==> config.mk <==
export PLATFORM = sky130hd
export DESIGN_NAME = seq_divider
export DESIGN_NICKNAME = d
export VERILOG_FILES = /design/src/rtl/seq_divider.sv
export SDC_FILE = /design/constraint.sdc
export NUM_CORES = 1
export LEC_CHECK = 0
export CORE_MARGIN = 4
export CORE_UTILIZATION = 55
export CTS_CLUSTER_SIZE = 25
export DETAILED_ROUTE_END_ITERATION = 8
export PLACE_DENSITY_LB_ADDON = 0.08
export SYNTH_ARGS = -nofsm -noshare
export SYNTH_HDL_FRONTEND = slang
export SYNTH_SLANG_ARGS = --single-unit
==> constraint.sdc <==
create_clock -name clk -period 6.4 [get_ports clk]
set_clock_uncertainty 0.2 [all_clocks]
set_input_delay 1.28 -clock clk [delete_from_list [all_inputs] [get_ports clk]]
set_output_delay 1.28 -clock clk [all_outputs]
set_load 0.1 [all_outputs]
==> src/rtl/seq_divider.sv <==
// seq_divider: multi-cycle signed restoring divider for the EX stage.
// One quotient bit per clock. The result is packed as {remainder, quotient}
// so the HI/LO write path can treat it exactly like a multiply result.
// The quotient truncates toward zero and the remainder takes the dividend's
// sign. A zero divisor keeps the same latency, forces an all-ones quotient,
// and returns the original dividend as the remainder.
module seq_divider #(
    parameter int WIDTH = 16
) (
    input  logic               clk,
    input  logic               rst,
    input  logic               start,
    input  logic [WIDTH-1:0]   a,
    input  logic [WIDTH-1:0]   b,
    output logic               ready,
    output logic [2*WIDTH-1:0] result,
    output logic               div_by_zero
);

    localparam int CW = (WIDTH > 1) ? $clog2(WIDTH) : 1;

    typedef enum logic [1:0] {
        IDLE = 2'd0,
        RUN  = 2'd1,
        FIX  = 2'd2,
        DONE = 2'd3
    } state_t;

    state_t             state_q;
    logic [WIDTH-1:0]   rem_q;       // partial remainder (always < |b| when b != 0)
    logic [WIDTH-1:0]   dvd_q;       // dividend magnitude shifting out, quotient bits shifting in
    logic [WIDTH:0]     dsr_q;       // divisor magnitude, one extra bit so |-2^(W-1)| is exact
    logic [WIDTH-1:0]   a_q;         // original dividend, returned as remainder on divide by zero
    logic [CW-1:0]      cnt_q;
    logic               sign_quo_q;
    logic               sign_rem_q;
    logic               ready_q;
    logic [2*WIDTH-1:0] result_q;
    logic               dbz_q;

    // Magnitudes of the incoming operands. For the dividend a WIDTH-bit
    // unsigned value is enough: negating -2^(W-1) gives 2^(W-1) exactly.
    logic [WIDTH-1:0]   abs_a;
    logic [WIDTH:0]     abs_b;

    // One restoring-division step from the current registers.
    logic [WIDTH:0]     rem_shift;
    logic [WIDTH-1:0]   diff;
    logic               q_bit;
    logic [WIDTH-1:0]   rem_d;
    logic [WIDTH-1:0]   dvd_d;

    // Final sign correction applied in FIX.
    logic [WIDTH-1:0]   quo_fix;
    logic [WIDTH-1:0]   rem_fix;

    // Operand magnitudes, the iteration datapath, and sign fix-up.
    always_comb begin
        abs_a     = a[WIDTH-1] ? (~a + 1'b1) : a;
        abs_b     = {1'b0, (b[WIDTH-1] ? (~b + 1'b1) : b)};

        rem_shift = {rem_q, dvd_q[WIDTH-1]};
        q_bit     = (rem_shift >= dsr_q);
        // When the subtraction succeeds the difference is below |b|, so the
        // low WIDTH bits hold it exactly.
        diff      = rem_shift[WIDTH-1:0] - dsr_q[WIDTH-1:0];
        rem_d     = q_bit ? diff : rem_shift[WIDTH-1:0];
        dvd_d     = {dvd_q[WIDTH-2:0], q_bit};

        quo_fix   = sign_quo_q ? (~dvd_q + 1'b1) : dvd_q;
        rem_fix   = sign_rem_q ? (~rem_q + 1'b1) : rem_q;
        if (dbz_q) begin
            quo_fix = '1;
            rem_fix = a_q;
        end
    end

    // Control FSM with registered outputs; reset has priority over start.
    always_ff @(posedge clk) begin
        if (rst) begin
            state_q    <= IDLE;
            rem_q      <= '0;
            dvd_q      <= '0;
            dsr_q      <= '0;
            a_q        <= '0;
            cnt_q      <= '0;
            sign_quo_q <= 1'b0;
            sign_rem_q <= 1'b0;
            ready_q    <= 1'b0;
            result_q   <= '0;
            dbz_q      <= 1'b0;
        end else begin
            case (state_q)
                IDLE: begin
                    ready_q <= 1'b0;
                    if (start) begin
                        sign_quo_q <= a[WIDTH-1] ^ b[WIDTH-1];
                        sign_rem_q <= a[WIDTH-1];
                        dbz_q      <= (b == '0);
                        a_q        <= a;
                        dvd_q      <= abs_a;
                        dsr_q      <= abs_b;
                        rem_q      <= '0;
                        cnt_q      <= '0;
                        state_q    <= RUN;
                    end
                end
                RUN: begin
                    if (!start) begin
                        state_q <= IDLE;
                        ready_q <= 1'b0;
                    end else begin
                        rem_q <= rem_d;
                        dvd_q <= dvd_d;
                        cnt_q <= cnt_q + 1'b1;
                        if (cnt_q == CW'(WIDTH - 1)) begin
                            state_q <= FIX;
                        end
                    end
                end
                FIX: begin
                    if (!start) begin
                        state_q <= IDLE;
                        ready_q <= 1'b0;
                    end else begin
                        result_q <= {rem_fix, quo_fix};
                        ready_q  <= 1'b1;
                        state_q  <= DONE;
                    end
                end
                DONE: begin
                    // Holding start high here never re-triggers; a drop is required.
                    if (!start) begin
                        state_q <= IDLE;
                        ready_q <= 1'b0;
                    end
                end
                default: begin
                    state_q <= IDLE;
                    ready_q <= 1'b0;
                end
            endcase
        end
    end

    assign ready       = ready_q;
    assign result      = result_q;
    assign div_by_zero = dbz_q;

endmodule

==> results.ini <==
[status]
outcome=finished, final reports clean

[yosys]
ys_seq_area_share_pct=34.96
synth_largest_area_cell=dfxtp_1
ys_async_sr_fraction_pct=0
synth_common_cells=dfxtp_1, nand2_1, nor2_1, a21oi_1, o21ai_0
ys_seq_elements=105
synth_enable_flop_cells=0
syn_nets=831
syn_inst=774
synth_cell_type_count=53
synthTopCellsByArea=dfxtp_1, nand2_1, a21oi_1
synthesis.area_per_instance_sq_um=7.767
yosys_most_used_dff=dfxtp_1
mappedNetlistArea_sq_um=6012
synth_warnings=0
yosysMostFrequentCell=dfxtp_1
synth_top_area_share_pct=34.96

[setup_path]
crit_end=dvd_q[13]
arrival_ps=3580
r2r_start=state_q[0]
critPathMaxStageDelay_ps=670
required_ps=6440
critPathLaunch=a[2]
worst-r2r-setup-slack_ps=3080
critical-path-top-delay-family=simple AND/OR/NAND/NOR gates
path_buf_inv=1
crit_cells=8
setup.worst_path.class=in2reg
cp-end-kind=flop
crit_chain=clkdlybuf4s50_1 > nor4_1 > nand3_1 > o41ai_1 > xor2_1 > a221oi_1 > a21oi_1 > nor2_1
r2r-end=rem_q[7]
worstPathMaxFanout=6
startpoint_type=primary input
cp_slowest_cell=nor4_1
reg2regPathDepth=4

[clock_network]
cts_hold_buf=0
worstSkewPairLatency_ps=380
clk_path_buf_depth=2
postCtsSetupBuffers=0
htreeDepth=3
cts-root-buf=clkbuf_8
cts_buffers=9
tritoncts=built
cts-resized-gates=0
clkSinkCount=105
clk_pin_slew_ps=100

[sta]
worst_pin_slew_ps=1109
final.min_clock_period_ps=3542
hold_viol_final=0
hold_ws_ps=261.5
maxSlewViolCount=0
slew_headroom_pct=26.01
fin_crit_sh_pct=55.34
rsz0062_at_grt=no
timing.setup.tns_ps=0
setup_viol=0
clock.fmax_mhz=282.4

[placed_design]
port_buffers=68
gp_congestion=0.9158
hpwl_microns=11620
placedCellCount=937

[global_route]
grt_usage_pct=23.86
antenna_found_initial=0
grt_start_max_net_pins=89
grt_pass1_vias=5011
grt-ovfl-total=0
grt_first_pass_wirelength_microns=25030

[floorplanning]
io_pins=69
coreArea_sq_um=10460
fp.dieW_microns=112.6
die_h_microns=112.6
initial_core_util_pct=57.46
placementRows=37
dieArea_sq_um=12670

[power_and_ir_drop]
p_clk_share_pct=28.8
switchingPower_w=0.0004319
peakVddDrop_mv=0.1482
combPwrFrac_pct=20.3
intPower_w=0.0009557
powerDensity_nw_per_um2=200.5
seqPwrFrac_pct=50.9
leakage_nw=2.556
p_sw_share_pct=31.13

[cells_and_area]
fin_nets=869
n_antenna_cell=0
drive_gt1_share_pct=4.529
syn2layout_area_growth_pct=15.09
utilization_pct=66.13
stdcell_count=953

[drt]
wl_per_cell_microns=16.15
vias_per_cell=5.886
routed_wl_microns=15390
drc=0
dr.first_iter.drc_count=484
drtPass1Iterations=5
ant_nets=0
num_vias=5609

[flow_run]
max_cap_viol_count=0

[hold_path]
hold_path_class=reg2reg

==> state kept, by name, indices dropped and copies added (netlist names) <==
register and count:
result 32, state_q 2, div_by_zero 1, dsr_q 16, dvd_q 16, ready 1, a_q 16, sign_quo_q 1
cnt_q 4, rem_q 16
==> cell type report <==
| type | count | area, sq um |
|---|---|---|
| flip-flops and latches | 105 | 2102 |
| inverters | 39 | 146.4 |
| multi-input cells | 582 | 3585 |
| repair buffers | 75 | 728.2 |
| fillers | 957 | 3543 |
| clock inverters | 6 | 50.05 |
| clock buffers | 10 | 137.6 |
| well taps | 136 | 170.2 |
==> tightest hold or removal path: stages (launching register included) <==
cell	delay (ps)
dfxtp_1	320
nand2_1	50
a21oi_1	50
==> worst min path at each step <==
stage | endpoint | startpoint | slack (ps) | depth (start not counted)
3_5_place_dp | result[20] | result[20] | 250 | 2
4_1_cts | result[20] | result[20] | 260 | 2
5_1_grt | a_q[1] | a_q[1] | 290 | 2
6_report | result[20] | result[20] | 260 | 2
3_3_place_gp | result[20] | result[20] | 240 | 2
2_1_floorplan | a_q[0] | a_q[0] | 240 | 2
==> cell usage in the layout (no fill, tap or decap), types with 6 or more instances in the layout <==
| cell | n |
|---|---|
| a211oi_1 | 23 |
| a21o_1 | 8 |
| a21oi_1 | 60 |
| a221oi_1 | 13 |
| a32oi_1 | 8 |
| buf_4 | 7 |
| clkbuf_8 | 10 |
| clkdlybuf4s50_1 | 67 |
| dfxtp_1 | 105 |
| ha_1 | 21 |
| inv_1 | 39 |
| mux2i_1 | 14 |
| nand2_1 | 104 |
| nand2b_1 | 9 |
| nand3_1 | 8 |
| nor2_1 | 77 |
| nor2b_1 | 7 |
| nor3_1 | 15 |
| nor4_1 | 6 |
| o211ai_1 | 9 |
| o21ai_0 | 60 |
| o22ai_1 | 11 |
| o31ai_1 | 10 |
| or3_1 | 6 |
| xnor2_1 | 34 |
| xor2_1 | 32 |
==> per-layer routing <==
metal	global-route usage, %	share of wire (%)	vias up
li1	-	-	2793
met1	36.18	50	2618
met2	35.07	43	180
met3	3.612	6.0	18
met4	6.490	1.1	0
met5	0	0	-
==> cells by family (layout without fill, tap and decap cells) <==
logic type | Yosys count | count (layout) | synth area share [%]
muxes | 14 | 14 | 2.331
and+or+nand+nor | 254 | 254 | 18.94
xor gates and xnor gates | 66 | 66 | 9.615
DFF | 105 | 105 | 34.96
adders and majority gates | 22 | 22 | 4.703
buffers and inverters | 87 | 130 | 5.452
AOI/OAI and AO/OA | 226 | 226 | 24.00
==> power groups by stage <==
stage / Sequential [W] / Combinational [W] / Clock [W]
after floorplan: 0.000707 / 0.000207 / 0
after global placement: 0.000719 / 0.000271 / 0
after detailed placement: 0.000720 / 0.000278 / 0
after CTS: 0.000705 / 0.000279 / 0.000402
after global routing: 0.000710 / 0.000311 / 0.000426
final: 0.000706 / 0.000282 / 0.000399
==> per-stage QoR <==
stage / worst slack, ps / instance area, sq um / power [W]
2_1_floorplan: 3094 / 6012 / 0.0009132
3_3_place_gp: 2573 / 6731 / 0.0009900
3_5_place_dp: 2481 / 6731 / 0.0009980
4_1_cts: 2883 / 6919 / 0.001386
5_1_grt: 2594 / 6919 / 0.001447
6_report: 2858 / 6919 / 0.001388
No activity file was read; power rests on OpenSTA's default activity.
